--- src/rtl/rst_seq_ctrl_pkg.sv ---
// Shared encodings and defaults for the peripheral reset sequencer.
package rst_seq_ctrl_pkg;

  typedef enum logic [1:0] {
    WAIT_LOCK = 2'd0,
    HOLD      = 2'd1,
    RUN       = 2'd2
  } seq_state_t;

  localparam int DEBOUNCE_CYCLES_DEF = 16;
  localparam int HOLD_CYCLES_DEF     = 64;
  localparam int CNT_W               = 8;

endpackage

--- src/rtl/sync_debounce.sv ---
// Two-flop synchronizer followed by a debouncer.
// The level flips only after DEBOUNCE_CYCLES consecutive differing samples.
module sync_debounce
  import rst_seq_ctrl_pkg::*;
#(
  parameter int   DEBOUNCE_CYCLES = DEBOUNCE_CYCLES_DEF,
  parameter logic RST_LEVEL       = 1'b0
) (
  input  logic clk_i,
  input  logic rst_i,
  input  logic async_i,
  output logic level_o
);

  localparam logic [CNT_W-1:0] CNT_LAST = CNT_W'(DEBOUNCE_CYCLES - 1);

  logic [1:0]       sync_q;
  logic             stable_q, stable_d;
  logic [CNT_W-1:0] cnt_q, cnt_d;

  // Any sample that matches the accepted level restarts the run.
  always_comb begin
    stable_d = stable_q;
    cnt_d    = '0;
    if (sync_q[1] != stable_q) begin
      if (cnt_q == CNT_LAST) begin
        stable_d = sync_q[1];
      end else begin
        cnt_d = cnt_q + 1'b1;
      end
    end
  end

  always_ff @(posedge clk_i or posedge rst_i) begin
    if (rst_i) begin
      sync_q   <= {2{RST_LEVEL}};
      stable_q <= RST_LEVEL;
      cnt_q    <= '0;
    end else begin
      sync_q   <= {sync_q[0], async_i};
      stable_q <= stable_d;
      cnt_q    <= cnt_d;
    end
  end

  assign level_o = stable_q;

endmodule

--- src/rtl/rst_seq_ctrl.sv ---
// Peripheral reset sequencer: waits for clock lock and button release,
// holds reset for HOLD_CYCLES, then releases periph_rst and soc_erst_n.
module rst_seq_ctrl
  import rst_seq_ctrl_pkg::*;
#(
  parameter int DEBOUNCE_CYCLES = DEBOUNCE_CYCLES_DEF,
  parameter int HOLD_CYCLES     = HOLD_CYCLES_DEF
) (
  input  logic       clk_16M,
  input  logic       reset_periph,
  input  logic       mmcm_locked,
  input  logic       ext_rst_n,
  input  logic       wakeup_n_raw,
  output logic       periph_rst,
  output logic       soc_erst_n,
  output logic       dwakeup_n,
  output logic [1:0] seq_state,
  output logic [7:0] rst_count
);

  localparam logic [CNT_W-1:0] HOLD_LAST = CNT_W'(HOLD_CYCLES - 1);

  logic [1:0]       lock_sync_q;
  logic             lock_s;
  logic             btn_db;
  seq_state_t       state_q;
  logic [CNT_W-1:0] hold_cnt_q;
  logic             periph_rst_q;
  logic             soc_erst_n_q;
  logic [7:0]       rst_count_q;

  sync_debounce #(
    .DEBOUNCE_CYCLES (DEBOUNCE_CYCLES),
    .RST_LEVEL       (1'b0)
  ) u_btn_db (
    .clk_i   (clk_16M),
    .rst_i   (reset_periph),
    .async_i (ext_rst_n),
    .level_o (btn_db)
  );

  sync_debounce #(
    .DEBOUNCE_CYCLES (DEBOUNCE_CYCLES),
    .RST_LEVEL       (1'b1)
  ) u_wake_db (
    .clk_i   (clk_16M),
    .rst_i   (reset_periph),
    .async_i (wakeup_n_raw),
    .level_o (dwakeup_n)
  );

  always_ff @(posedge clk_16M or posedge reset_periph) begin
    if (reset_periph) begin
      lock_sync_q <= 2'b00;
    end else begin
      lock_sync_q <= {lock_sync_q[0], mmcm_locked};
    end
  end

  assign lock_s = lock_sync_q[1];

  // periph_rst tracks the next state so both change on the same edge.
  always_ff @(posedge clk_16M or posedge reset_periph) begin
    if (reset_periph) begin
      state_q      <= WAIT_LOCK;
      hold_cnt_q   <= '0;
      periph_rst_q <= 1'b1;
      soc_erst_n_q <= 1'b0;
      rst_count_q  <= '0;
    end else begin
      soc_erst_n_q <= ~periph_rst_q;
      case (state_q)
        WAIT_LOCK: begin
          hold_cnt_q   <= '0;
          periph_rst_q <= 1'b1;
          if (lock_s && btn_db) begin
            state_q <= HOLD;
          end
        end
        HOLD: begin
          if (!lock_s || !btn_db) begin
            state_q    <= WAIT_LOCK;
            hold_cnt_q <= '0;
          end else if (hold_cnt_q == HOLD_LAST) begin
            state_q      <= RUN;
            hold_cnt_q   <= '0;
            periph_rst_q <= 1'b0;
            if (rst_count_q != 8'hFF) begin
              rst_count_q <= rst_count_q + 1'b1;
            end
          end else begin
            hold_cnt_q <= hold_cnt_q + 1'b1;
          end
        end
        RUN: begin
          if (!lock_s || !btn_db) begin
            state_q      <= WAIT_LOCK;
            periph_rst_q <= 1'b1;
          end
        end
        default: begin
          state_q      <= WAIT_LOCK;
          hold_cnt_q   <= '0;
          periph_rst_q <= 1'b1;
        end
      endcase
    end
  end

  assign periph_rst = periph_rst_q;
  assign soc_erst_n = soc_erst_n_q;
  assign seq_state  = state_q;
  assign rst_count  = rst_count_q;

endmodule

--- config.mk ---
export PLATFORM = sky130hd
export DESIGN_NAME = rst_seq_ctrl
export DESIGN_NICKNAME = d
export VERILOG_FILES = /design/src/rtl/rst_seq_ctrl_pkg.sv /design/src/rtl/sync_debounce.sv /design/src/rtl/rst_seq_ctrl.sv
export SDC_FILE = /design/constraint.sdc
export NUM_CORES = 1
export LEC_CHECK = 0
export BUFFER_PORTS_ARGS = -buffer_cell sky130_fd_sc_hd__buf_2
export CAP_MARGIN = 20
export CELL_PAD_IN_SITES_DETAIL_PLACEMENT = 1
export CELL_PAD_IN_SITES_GLOBAL_PLACEMENT = 1
export CORE_ASPECT_RATIO = 0.75
export CORE_UTILIZATION = 40
export CTS_CLUSTER_DIAMETER = 120
export DETAILED_ROUTE_END_ITERATION = 6
export PLACE_DENSITY_LB_ADDON = 0.1
export SYNTH_ARGS = -nofsm -noshare
export SYNTH_HDL_FRONTEND = slang
export SYNTH_SLANG_ARGS = --single-unit
--- constraint.sdc ---
create_clock -name clk_16M -period 1.8 [get_ports clk_16M]
set_clock_uncertainty 0.15 [all_clocks]
set_input_delay 0.09 -clock clk_16M [delete_from_list [all_inputs] [get_ports clk_16M]]
set_output_delay 0.09 -clock clk_16M [all_outputs]
set_load 0.1 [all_outputs]
==> load_flow_metrics.sql, run 1 <==
INSERT INTO impl_metrics (metric_group, metric, value, unit) VALUES
('outcome', 'outcome', 'complete, no violations', ''),
('cts', 'path_clk_slew', '0.08', 'ns'),
('critical_path', 'cp_max_fo', '5', ''),
('critical_path', 'setup.worst_path.end_class', 'flip-flop', ''),
('final_layout', 'diodes', '0', ''),
('final_layout', 'fillCellCount', '502', ''),
('synthesis', 'ys_ff_latch', '44', ''),
('place', 'gp_congestion', '0.8056', ''),
('route', 'viasPerCell', '5.254', ''),
('critical_path', 'cpMaxStageDelayCell', 'dfrtp_4', ''),
('timing', 'timing.final.crit_share', '0.9651', ''),
('critical_path', 'ff2ff_path_depth', '4', ''),
('critical_path', 'worst-endpoint-required', '1.83', 'ns'),
('critical_path', 'timing.critical_path.slowest_cell_delay', '0.51', 'ns'),
('cts', 'cts_tree', 'yes', ''),
('timing', 'maxSlewViolCount', '0', ''),
('global_route', 'grt_overflow', '0', ''),
('cts', 'cts_max_level', '2', ''),
('min_path', 'hold_path_class', 'reg2reg', ''),
('timing', 'rsz_0062_raised_after_global_routing', 'false', ''),
('global_route', 'grt_first_pass_wirelength', '7.196', 'mm'),
('critical_path', 'critical_path_arrival', '1.77', 'ns'),
('synthesis', 'netlist_area', '0.001963', 'mm2'),
('timing', 'post-route-min-period', '1.737', 'ns'),
('timing', 'hold_violations', '0', ''),
('final_layout', 'drive_gt1_frac', '0.2930', ''),
('global_route', 'grt_antenna_before_repair', '0', ''),
('final_layout', 'num-nets-final', '223', ''),
('flow_run', 'cap_violations', '0', ''),
('critical_path', 'criticalPathCategory', 'reg2reg', ''),
('synthesis', 'flip_flop_cell_with_the_highest_count_after_synthesis', 'dfrtp_1', ''),
('global_route', 'first_global_vias', '1484', ''),
('min_path', 'timing.hold.worst.start', 'lock_sync_q[0]', ''),
('synthesis', 'synthDominantAreaCellType', 'dfrtp_1', ''),
('route', 'final_wirelength', '4.061', 'mm'),
('critical_path', 'reg2reg_from', 'rst_count[5]', ''),
('cts', 'cts_setup_buffers', '0', ''),
('die', 'io_pins', '18', ''),
('min_path', 'hold-path-cell-count', '0', ''),
('critical_path', 'ff2ff_setup_slack', '0.06', 'ns'),
('critical_path', 'cp_top_family', 'flip-flops', ''),
('synthesis', 'synth_top_area_frac', '0.5099', ''),
('cts', 'clk-insertion-delay-late', '0.29', 'ns'),
('timing', 'max_slew_margin', '0.6327', ''),
('synthesis', 'synth_nets', '185', ''),
('synthesis', 'synth_warnings', '0', ''),
('route', 'remaining_drc_errors', '0', ''),
('synthesis', 'post-synth-top-count-cell', 'dfrtp_1', ''),
('die', 'floorplan.die_area', '0.005195', 'mm2'),
('cts', 'cts.path.max_buffers', '2', ''),
('cts', 'cts_root_buffer', 'clkbuf_8', ''),
('synthesis', 'seq_area_frac_synth', '0.5634', ''),
('synthesis', 'synth_area_leaders', 'dfrtp_1 51%, dfstp_2 5.4%, xnor2_1 5.4%', ''),
('timing', 'tightestPinTransition', '0.5509', 'ns'),
('route', 'post_drt_wl_per_cell', '14.93', 'um'),
('synthesis', 'postSynthAreaPerCell', '11.15', 'um2'),
('place', 'detailed_place_hpwl', '2.916', 'mm'),
('cts', 'clkSinkCount', '44', ''),
('synthesis', 'synth_enable_flop_cells', '0', ''),
('min_path', 'timing.hold.worst_endpoint', 'lock_sync_q[1]', ''),
('route', 'dr_total_vias', '1429', ''),
('final_layout', 'area_growth_syn_to_layout', '22.82', '%'),
('place', 'placement.io_buffers', '17', ''),
('critical_path', 'startpoint_type', 'flip-flop', ''),
('die', 'floorplan.initialDensity', '0.4269', ''),
('timing', 'setup_ws_final', '0.06281', 'ns'),
('critical_path', 'r2r_end', 'rst_count[1]', ''),
('die', 'design.core.area', '0.004598', 'mm2'),
('critical_path', 'path_cells', 'and4_1 > a41oi_4 > nand2_2 > mux2_4', ''),
('timing', 'hold_ws', '0.1962', 'ns'),
('timing', 'setup_violations', '0', '');
-- registers in the layout, indices dropped and copies added, names as in the netlist --
signal	cells
u_btn_db.level_o	1
periph_rst	1
hold_cnt_q	8
seq_state	2
u_wake_db.cnt_q	8
soc_erst_n	1
u_btn_db.sync_q	2
u_btn_db.cnt_q	8
lock_sync_q	2
u_wake_db.level_o	1
rst_count	8
u_wake_db.sync_q	2
-- area by class of cell --
cell class,count,area (um2),share of cell area
flip-flops and latches,44,1139,0.4722
multi-input cells,127,889.6,0.3690
repair buffers,31,200.2,0.08303
clock buffers,6,82.58,0.03425
well taps,57,71.32,0.02958
inverters,5,18.77,0.007784
clock inverters,2,10.01,0.004152
-- cells by family (layout without fill, tap and decap cells) --
family | after synthesis | after routing | synth area share
AOI/OAI and AO/OA | 23 | 23 | 0.07266
buffers and inverters | 5 | 44 | 0.009561
xor gates and xnor gates | 21 | 21 | 0.09369
and+or+nand+nor | 76 | 76 | 0.2161
adders and majority gates | 4 | 4 | 0.02549
muxes | 3 | 3 | 0.01912
DFF | 44 | 44 | 0.5634
-- stage by stage --
step | util | instances | area, um2 | power, W | TNS [ns]
finish | 0.5244 | 272 | 2411 | 0.001709 | 0
global route | 0.5244 | 272 | 2411 | 0.001796 | 0
CTS | 0.5222 | 272 | 2401 | 0.001744 | 0
detailed placement | 0.4903 | 260 | 2255 | 0.001094 | -0.1455
global placement | 0.4903 | 260 | 2255 | 0.001090 | 0
floorplan | - | 176 | 2023 | 0.001073 | -0.02315
-- power breakdown --
part | leakage [nW] | internal [W] | switching, W | total, W
sequential | 0.567 | 0.00101 | 0.0000141 | 0.00102
combinational | 0.541 | 0.0000226 | 0.0000339 | 0.0000565
clock | 0.0510 | 0.000306 | 0.000325 | 0.000631
-- routing by layer --
layer	track usage	vias up	wire, um
li1	-	694	-
met1	0.2543	713	2080
met2	0.2623	17	1831
met3	0.04227	5	113
met4	0.05172	0	36
met5	0	-	0
-- how the worst max path moves through the flow --
stage,end,depth (start not counted),from
final,rst_count[1],4,rst_count[5]
after global routing,seq_state[1],4,hold_cnt_q[5]
after CTS,seq_state[1],5,hold_cnt_q[0]
after detailed placement,rst_count[6],6,hold_cnt_q[0]
after global placement,rst_count[6],6,hold_cnt_q[0]
after floorplan,rst_count[1],4,rst_count[6]
-- cell usage in the layout (no fill, tap or decap), drive strengths merged, types with 4 or more instances in the layout --
master,synthesis,final
dfrtp,40,40
buf,0,27
nor2,20,20
nand2,14,14
xnor2,12,12
nand3,12,12
xor2,9,9
o21ai,9,9
and3,7,7
clkbuf,0,6
inv,5,5
and2,4,4
a21oi,4,4
dlygate4sd3,0,4
dfstp,4,4
nor4,4,4
ha,4,4
-- repair_timing --
item                       4_1_cts  5_1_grt
gates resized for setup          2        2
setup endpoints to repair        6        6
pin swaps                        0        1
hold buffers                     4        0
hold endpoints to repair        43        0
(Power assumes the default switching activity.)
==> run 2: changes to the inputs <==
--- a/config.mk
+++ b/config.mk
@@ -5,11 +5,13 @@
 export SDC_FILE = /design/constraint.sdc
 export NUM_CORES = 1
 export LEC_CHECK = 0
+export ABC_AREA = 1
 export BUFFER_PORTS_ARGS = -buffer_cell sky130_fd_sc_hd__buf_2
 export CAP_MARGIN = 20
 export CELL_PAD_IN_SITES_DETAIL_PLACEMENT = 1
 export CELL_PAD_IN_SITES_GLOBAL_PLACEMENT = 1
 export CORE_ASPECT_RATIO = 0.75
+export CORE_MARGIN = 2
 export CORE_UTILIZATION = 40
 export CTS_CLUSTER_DIAMETER = 120
 export DETAILED_ROUTE_END_ITERATION = 6
==> run 2 against run 1 <==
  * Fmax grew 12%
  * Worst hold slack worse by 0.087 ns
  * Highest routed layer unchanged
  * Largest power group unchanged
  * Critical path type unchanged
  * Die area up 18%
  * Via count up 21%
==> load_flow_metrics.sql, run 2 <==
INSERT INTO impl_metrics (metric_group, metric, value, unit) VALUES
('timing', 'hold_violations', '0', ''),
('die', 'floorplan.die_area', '0.006105', 'mm2'),
('synthesis', 'postSynthCellCount', '275', ''),
('synthesis', 'synthArstFlopShare', '1.000', ''),
('outcome', 'outcome', 'complete, no violations', ''),
('place', 'placement.io_buffers', '17', ''),
('final_layout', 'diodes', '0', ''),
('cts', 'post_cts.resized_instances', '0', ''),
('final_layout', 'fin_util', '0.4813', ''),
('route', 'drt_iter0_drc', '53', ''),
('timing', 'max_slew_margin', '0.6747', ''),
('cts', 'cts_root_buffer', 'clkbuf_8', ''),
('cts', 'clkSinkCount', '44', ''),
('critical_path', 'startpoint', 'rst_count[0]', ''),
('synthesis', 'synthDominantAreaCellType', 'dfrtp_1', ''),
('synthesis', 'synth_area_leaders', 'dfrtp_1 46%, nand2_1 15%, nor2_1 6.3%', ''),
('power', 'report.power.total', '0.001858', 'W'),
('die', 'horizontal_extent_of_the_die', '89.56', 'um'),
('timing', 'tightestPinTransition', '0.4914', 'ns'),
('route', 'remaining_drc_errors', '0', ''),
('synthesis', 'flip_flop_cell_with_the_highest_count_after_synthesis', 'dfrtp_1', ''),
('cts', 'total_clock_buffers_created_by_cts', '5', ''),
('route', 'drtAntennaViolNets', '0', ''),
('place', 'detailed_place_hpwl', '3.589', 'mm'),
('timing', 'fin_tns_setup', '0', 'ns'),
('cts', 'cts_setup_buffers', '0', ''),
('critical_path', 'ff2ff_setup_slack', '0.25', 'ns'),
('cts', 'clk-insertion-delay-late', '0.29', 'ns'),
('final_layout', 'area_growth_syn_to_layout', '16.70', '%'),
('synthesis', 'synth_top_area_frac', '0.4558', ''),
('timing', 'timing.final.crit_share', '0.8619', ''),
('die', 'rows', '23', ''),
('cts', 'cts.path.max_buffers', '2', ''),
('power', 'p_leak', '1.272', 'nW'),
('flow_run', 'cap_violations', '0', ''),
('final_layout', 'num-nets-final', '313', ''),
('timing', 'fmax', '0.6446', 'GHz'),
('min_path', 'hold_path_class', 'in2async', ''),
('route', 'final_wirelength', '4.706', 'mm'),
('final_layout', 'drive_gt1_frac', '0.2000', ''),
('global_route', 'first_global_vias', '1713', ''),
('power', 'peakVddDrop', '353.3', 'uV'),
('synthesis', 'synth_enable_flop_cells', '0', ''),
('critical_path', 'worst-path-buf-inv', '1', ''),
('global_route', 'grt_use_total', '0.1726', ''),
('route', 'drt-pass1-iter-count', '4', ''),
('critical_path', 'timing.critical_path.slowest_cell_delay', '0.44', 'ns'),
('synthesis', 'seq_area_frac_synth', '0.5037', ''),
('die', 'die-height', '68.17', 'um'),
('timing', 'setup_violations', '0', ''),
('die', 'design.core.area', '0.005324', 'mm2'),
('critical_path', 'cp_max_fo', '8', ''),
('critical_path', 'cpMaxStageDelayCell', 'dfrtp_2', ''),
('synthesis', 'postSynthAreaPerCell', '7.985', 'um2'),
('critical_path', 'ff2ff_path_depth', '8', ''),
('synthesis', 'synth_nets', '284', ''),
('cts', 'cts_max_level', '2', ''),
('route', 'viasPerCell', '4.558', ''),
('critical_path', 'r2r_end', 'rst_count[2]', ''),
('critical_path', 'critical_path_arrival', '1.64', 'ns'),
('global_route', 'grt_overflow', '0', ''),
('critical_path', 'reg2reg_from', 'rst_count[0]', ''),
('critical_path', 'worst-endpoint-required', '1.89', 'ns'),
('critical_path', 'criticalPathCategory', 'reg2reg', ''),
('cts', 'path_clk_slew', '0.09', 'ns'),
('die', 'io_pins', '18', ''),
('critical_path', 'startpoint_type', 'flip-flop', ''),
('critical_path', 'worstSetupEndpoint', 'rst_count[2]', ''),
('global_route', 'grt_first_pass_wirelength', '7.955', 'mm'),
('global_route', 'grt_max_degree', '37', ''),
('die', 'floorplan.initialDensity', '0.4125', ''),
('synthesis', 'post_synth_most_frequent_cells', '85 x nand2_1, 40 x dfrtp_1, 37 x nor2_1, 34 x inv_1, 17 x nand3_1', ''),
('cts', 'number_of_buffers_added_to_fix_hold_violations_after_cts', '4', ''),
('critical_path', 'critPathMostFrequentCell', 'nand2_1', ''),
('route', 'dr_total_vias', '1732', ''),
('timing', 'post-route-min-period', '1.551', 'ns'),
('synthesis', 'synth_warnings', '0', ''),
('final_layout', 'most-common-layout-cells', '85 x nand2_1, 37 x nor2_1, 33 x inv_1, 30 x dfrtp_1', ''),
('timing', 'rsz_0062_raised_after_global_routing', 'false', ''),
('power', 'power_density', '725.2', 'mW/mm2'),
('global_route', 'grt_antenna_before_repair', '0', ''),
('critical_path', 'worst-path-stages', '8', ''),
('cts', 'cts_tree', 'yes', ''),
('place', 'gp_congestion', '0.7854', ''),
('critical_path', 'setup.worst_path.end_class', 'flip-flop', ''),
('synthesis', 'ys_ff_latch', '44', ''),
('synthesis', 'netlist_area', '0.002196', 'mm2'),
('critical_path', 'cp_top_family', 'simple AND/OR/NAND/NOR gates', ''),
('route', 'post_drt_wl_per_cell', '12.38', 'um'),
('critical_path', 'path_cells', 'ha_1 > inv_1 > nor2_2 > nand2_1 > nand2_2 > nor2_4 > nand2_1 > nand2_1', ''),
('synthesis', 'synth.lib_cells_used.distinct', '25', ''),
('synthesis', 'post-synth-top-count-cell', 'nand2_1', ''),
('final_layout', 'mostFrequentLayoutCell', 'nand2_1', ''),
('timing', 'maxSlewViolCount', '0', '');
## run 2: logic make-up after synthesis
family                   Yosys count  synth area share
AO/OA/AOI/OAI                     15           0.03704
XOR/XNOR                           9           0.03589
adder cells (fa/ha/maj)            4           0.02279
buffers and inverters             38           0.06495
flip-flops                        44            0.5037
AND/OR/NAND/NOR                  165            0.3356
## run 2: worst register-to-register path, delay by kind of cell, from the launching register on
| kind | cells | cell delay, ns |
|---|---|---|
| simple gates | 6 | 0.59 |
| flops | 1 | 0.44 |
| fa+ha+maj | 1 | 0.24 |
| buf+inv | 1 | 0.07 |
## run 2: stage by stage
stage / hold slack, ns / worst slack, ns / cells / cell area, um2
after floorplan: -0.05552 / 0.02368 / 275 / 2208
after global routing: 0.1164 / 0.07269 / 380 / 2562
after detailed placement: -0.1246 / 0.2538 / 368 / 2407
after global placement: -0.1232 / 0.2625 / 368 / 2407
after CTS: 0.09167 / 0.2298 / 380 / 2562
final: 0.1093 / 0.2486 / 380 / 2562
## run 2: area by class of cell
class                   instances  area, um2
fillers                       671       2761
inverters                      38      142.6
repair buffers                 22      145.1
well taps                      75      93.84
clock inverters                 3      46.29
multi-input cells             193      947.2
clock buffers                   5      68.82
flip-flops and latches         44       1119
## run 2: report_power, final
| part | leakage (nW) | total (W) | switching, W | internal [W] |
|---|---|---|---|---|
| sequential | 0.570 | 0.00102 | 0.0000115 | 0.00101 |
| clock | 0.0548 | 0.000773 | 0.000355 | 0.000418 |
| combinational | 0.647 | 0.0000664 | 0.0000416 | 0.0000248 |
| total | 1.27 | 0.00186 | 0.000408 | 0.00145 |
## run 2: worst min path at each step
stage                                     end  slack [ns]  depth (start not counted)
after floorplan           u_wake_db.sync_q[0]       -0.06                          0
after global placement      u_btn_db.cnt_q[0]       -0.12                          2
after detailed placement   u_wake_db.cnt_q[4]       -0.12                          2
after CTS                   u_btn_db.cnt_q[5]        0.09                          3
after global routing        u_btn_db.cnt_q[4]        0.12                          3
final                       u_btn_db.cnt_q[0]        0.11                          3
## run 2: routing by layer
metal,GRT usage,up-vias,routed length (um),share of wire
met5,0,-,0,0
met4,0.03918,0,27,0.0057
met3,0.03981,2,120,0.025
met2,0.2858,18,2207,0.47
met1,0.2307,808,2350,0.50
li1,-,904,-,-
==> run 3: changes to the inputs <==
==> constraint.sdc (replaced) <==
create_clock -name clk_16M -period 1.52 [get_ports clk_16M]
set_clock_uncertainty 0.15 [all_clocks]
set_input_delay 0.076 -clock clk_16M [delete_from_list [all_inputs] [get_ports clk_16M]]
set_output_delay 0.076 -clock clk_16M [all_outputs]
set_load 0.1 [all_outputs]
==> run 3 against run 2 <==
  * Worst hold slack improved by 0.094 ns
  * The flow now finishes with violations (setup timing)
  * Setup slack got worse by 0.26 ns
  * Routed wire length rose by 7.2%
  * Highest routed layer unchanged
  * Largest power group unchanged
  * Cell count rose by 3.9%
  * Via count up 6.1%
  * Sequential cell count unchanged
  * Critical path depth unchanged
==> load_flow_metrics.sql, run 3 (synthesis gave the netlist of run 2 again) <==
INSERT INTO impl_metrics (metric_group, metric, value, unit) VALUES
('timing', 'setup_violations', '1', ''),
('min_path', 'hold_path_class', 'in2async', ''),
('power', 'peakVddDrop', '470.2', 'uV'),
('final_layout', 'area_growth_syn_to_layout', '27.86', '%'),
('outcome', 'failing_checks', 'setup timing', ''),
('route', 'remaining_drc_errors', '0', ''),
('cts', 'total_clock_buffers_created_by_cts', '5', ''),
('global_route', 'grt_first_pass_wirelength', '8.556', 'mm'),
('outcome', 'outcome', 'complete, but fails checks', ''),
('global_route', 'grt_overflow', '0', ''),
('timing', 'rsz_0062_raised_after_global_routing', 'true', ''),
('critical_path', 'ff2ff_path_depth', '8', ''),
('global_route', 'grt_use_total', '0.1834', ''),
('critical_path', 'cp_max_fo', '8', ''),
('cts', 'cts_root_buffer', 'clkbuf_8', ''),
('timing', 'hold_violations', '0', ''),
('final_layout', 'mostFrequentLayoutCell', 'nand2_1', ''),
('timing', 'setup_ws_final', '-0.008447', 'ns'),
('route', 'drt-pass1-iter-count', '4', ''),
('place', 'post-place-ws', '-0.0007298', 'ns'),
('route', 'post_drt_wl_per_cell', '12.78', 'um'),
('critical_path', 'criticalPathCategory', 'reg2reg', ''),
('timing', 'tightestPinTransition', '0.4990', 'ns'),
('critical_path', 'cpMaxStageDelayCell', 'dfrtp_4', ''),
('global_route', 'first_global_vias', '1867', ''),
('power', 'p_leak', '1.364', 'nW'),
('critical_path', 'timing.critical_path.slowest_cell_delay', '0.51', 'ns'),
('cts', 'cts_max_level', '2', ''),
('final_layout', 'most-common-layout-cells', '78 x nand2_1, 33 x nor2_1, 30 x inv_1, 30 x dfrtp_1, 17 x nand3_1', ''),
('route', 'drt_iter0_drc', '59', ''),
('die', 'rows', '23', ''),
('global_route', 'grt_antenna_before_repair', '0', ''),
('route', 'drtAntennaViolNets', '0', ''),
('route', 'final_wirelength', '5.047', 'mm'),
('route', 'viasPerCell', '4.653', ''),
('flow_run', 'cap_violations', '0', ''),
('global_route', 'grt_max_degree', '45', ''),
('critical_path', 'path_cells', 'ha_4 > inv_4 > nor2_4 > nand2_2 > nand2_2 > nor2_4 > nand2_1 > nand2_1', ''),
('place', 'gp_congestion', '0.7551', ''),
('timing', 'maxSlewViolCount', '0', ''),
('timing', 'post-route-min-period', '1.528', 'ns'),
('timing', 'timing.final.crit_share', '1.006', ''),
('timing', 'hold_ws', '0.2037', 'ns'),
('critical_path', 'worst-endpoint-required', '1.60', 'ns'),
('timing', 'max_slew_margin', '0.6696', ''),
('place', 'place.detailed.instances', '375', ''),
('final_layout', 'drive_gt1_frac', '0.3031', ''),
('cts', 'cts_tree', 'yes', ''),
('final_layout', 'fin_util', '0.5274', ''),
('cts', 'path_clk_slew', '0.09', 'ns'),
('critical_path', 'startpoint_type', 'flip-flop', ''),
('die', 'io_pins', '18', ''),
('die', 'die-height', '68.17', 'um'),
('route', 'dr_total_vias', '1838', ''),
('power', 'power_density', '780.9', 'mW/mm2'),
('die', 'floorplan.initialDensity', '0.4125', ''),
('place', 'detailed_place_hpwl', '3.539', 'mm'),
('die', 'floorplan.die_area', '0.006105', 'mm2'),
('cts', 'clk-insertion-delay-late', '0.29', 'ns'),
('place', 'placement.io_buffers', '17', ''),
('cts', 'cts.path.max_buffers', '2', ''),
('final_layout', 'diodes', '0', ''),
('final_layout', 'finalNonFillerCells', '395', ''),
('cts', 'clkSinkCount', '44', ''),
('die', 'horizontal_extent_of_the_die', '89.56', 'um'),
('critical_path', 'setup.worst_path.end_class', 'flip-flop', ''),
('timing', 'fin_tns_setup', '-0.008447', 'ns'),
('timing', 'fmax', '0.6543', 'GHz'),
('die', 'design.core.area', '0.005324', 'mm2'),
('critical_path', 'critical_path_arrival', '1.61', 'ns'),
('final_layout', 'num-nets-final', '328', '');
[run 3: cell types whose count changed in the layout (fill, tap and decap cells not counted), sizes merged]
cell and change:
buf +14, clkbuf +1
[run 3: through the flow]
stage	power, W	area (um2)
after floorplan	0.001271	2257
after global placement	0.001304	2524
after detailed placement	0.001308	2524
after CTS	0.002222	2683
after global routing	0.002296	2808
final	0.002192	2808
[run 3: metal layers]
metal,wire [um],up-vias,track usage
met4,20,0,0.03918
met5,0,-,0
li1,-,940,-
met2,2380,17,0.2904
met1,2528,879,0.2620
met3,118,2,0.03619
[run 3: worst paths after layout]
path	from	end	slack, ns
worst max-delay path	rst_count[0]	rst_count[3]	-0.008
worst max register to register	rst_count[0]	rst_count[3]	-0.008
max in group asynchronous	reset_periph	periph_rst	0.74
min in group clk_16M	lock_sync_q[0]	lock_sync_q[1]	0.21
worst min-delay path	reset_periph	u_btn_db.cnt_q[3]	0.20
worst min register to register	lock_sync_q[0]	lock_sync_q[1]	0.21
[run 3: worst max-delay path, delay by kind of cell, from the launching register on]
| kind | cells | cell delay (ns) |
|---|---|---|
| adder cells (fa/ha/maj) | 1 | 0.19 |
| buffers and inverters | 1 | 0.05 |
| flip-flops | 1 | 0.51 |
| AND/OR/NAND/NOR | 6 | 0.56 |
[run 3: report_power, final]
group	leakage [nW]	internal [W]	total (W)	switching, W
combinational	0.742	0.0000395	0.0000929	0.0000534
clock	0.0541	0.000487	0.000894	0.000408
sequential	0.567	0.00119	0.00121	0.0000132
[run 3: what timing repair did]
action,in CTS,in global routing
hold buffers,4,0
endpoints found under the setup margin,2,26
pin swaps,0,17
hold endpoints to repair,47,0
buffers inserted,0,8
resized for setup,1,24
[run 3: layout make-up]
type                    count  area (um2)
inverters                  38       145.1
well taps                  75       93.84
repair buffers             37       275.3
flip-flops and latches     44        1147
clock inverters             3       42.54
clock buffers               5       68.82
multi-input cells         193        1035
fillers                   656        2516
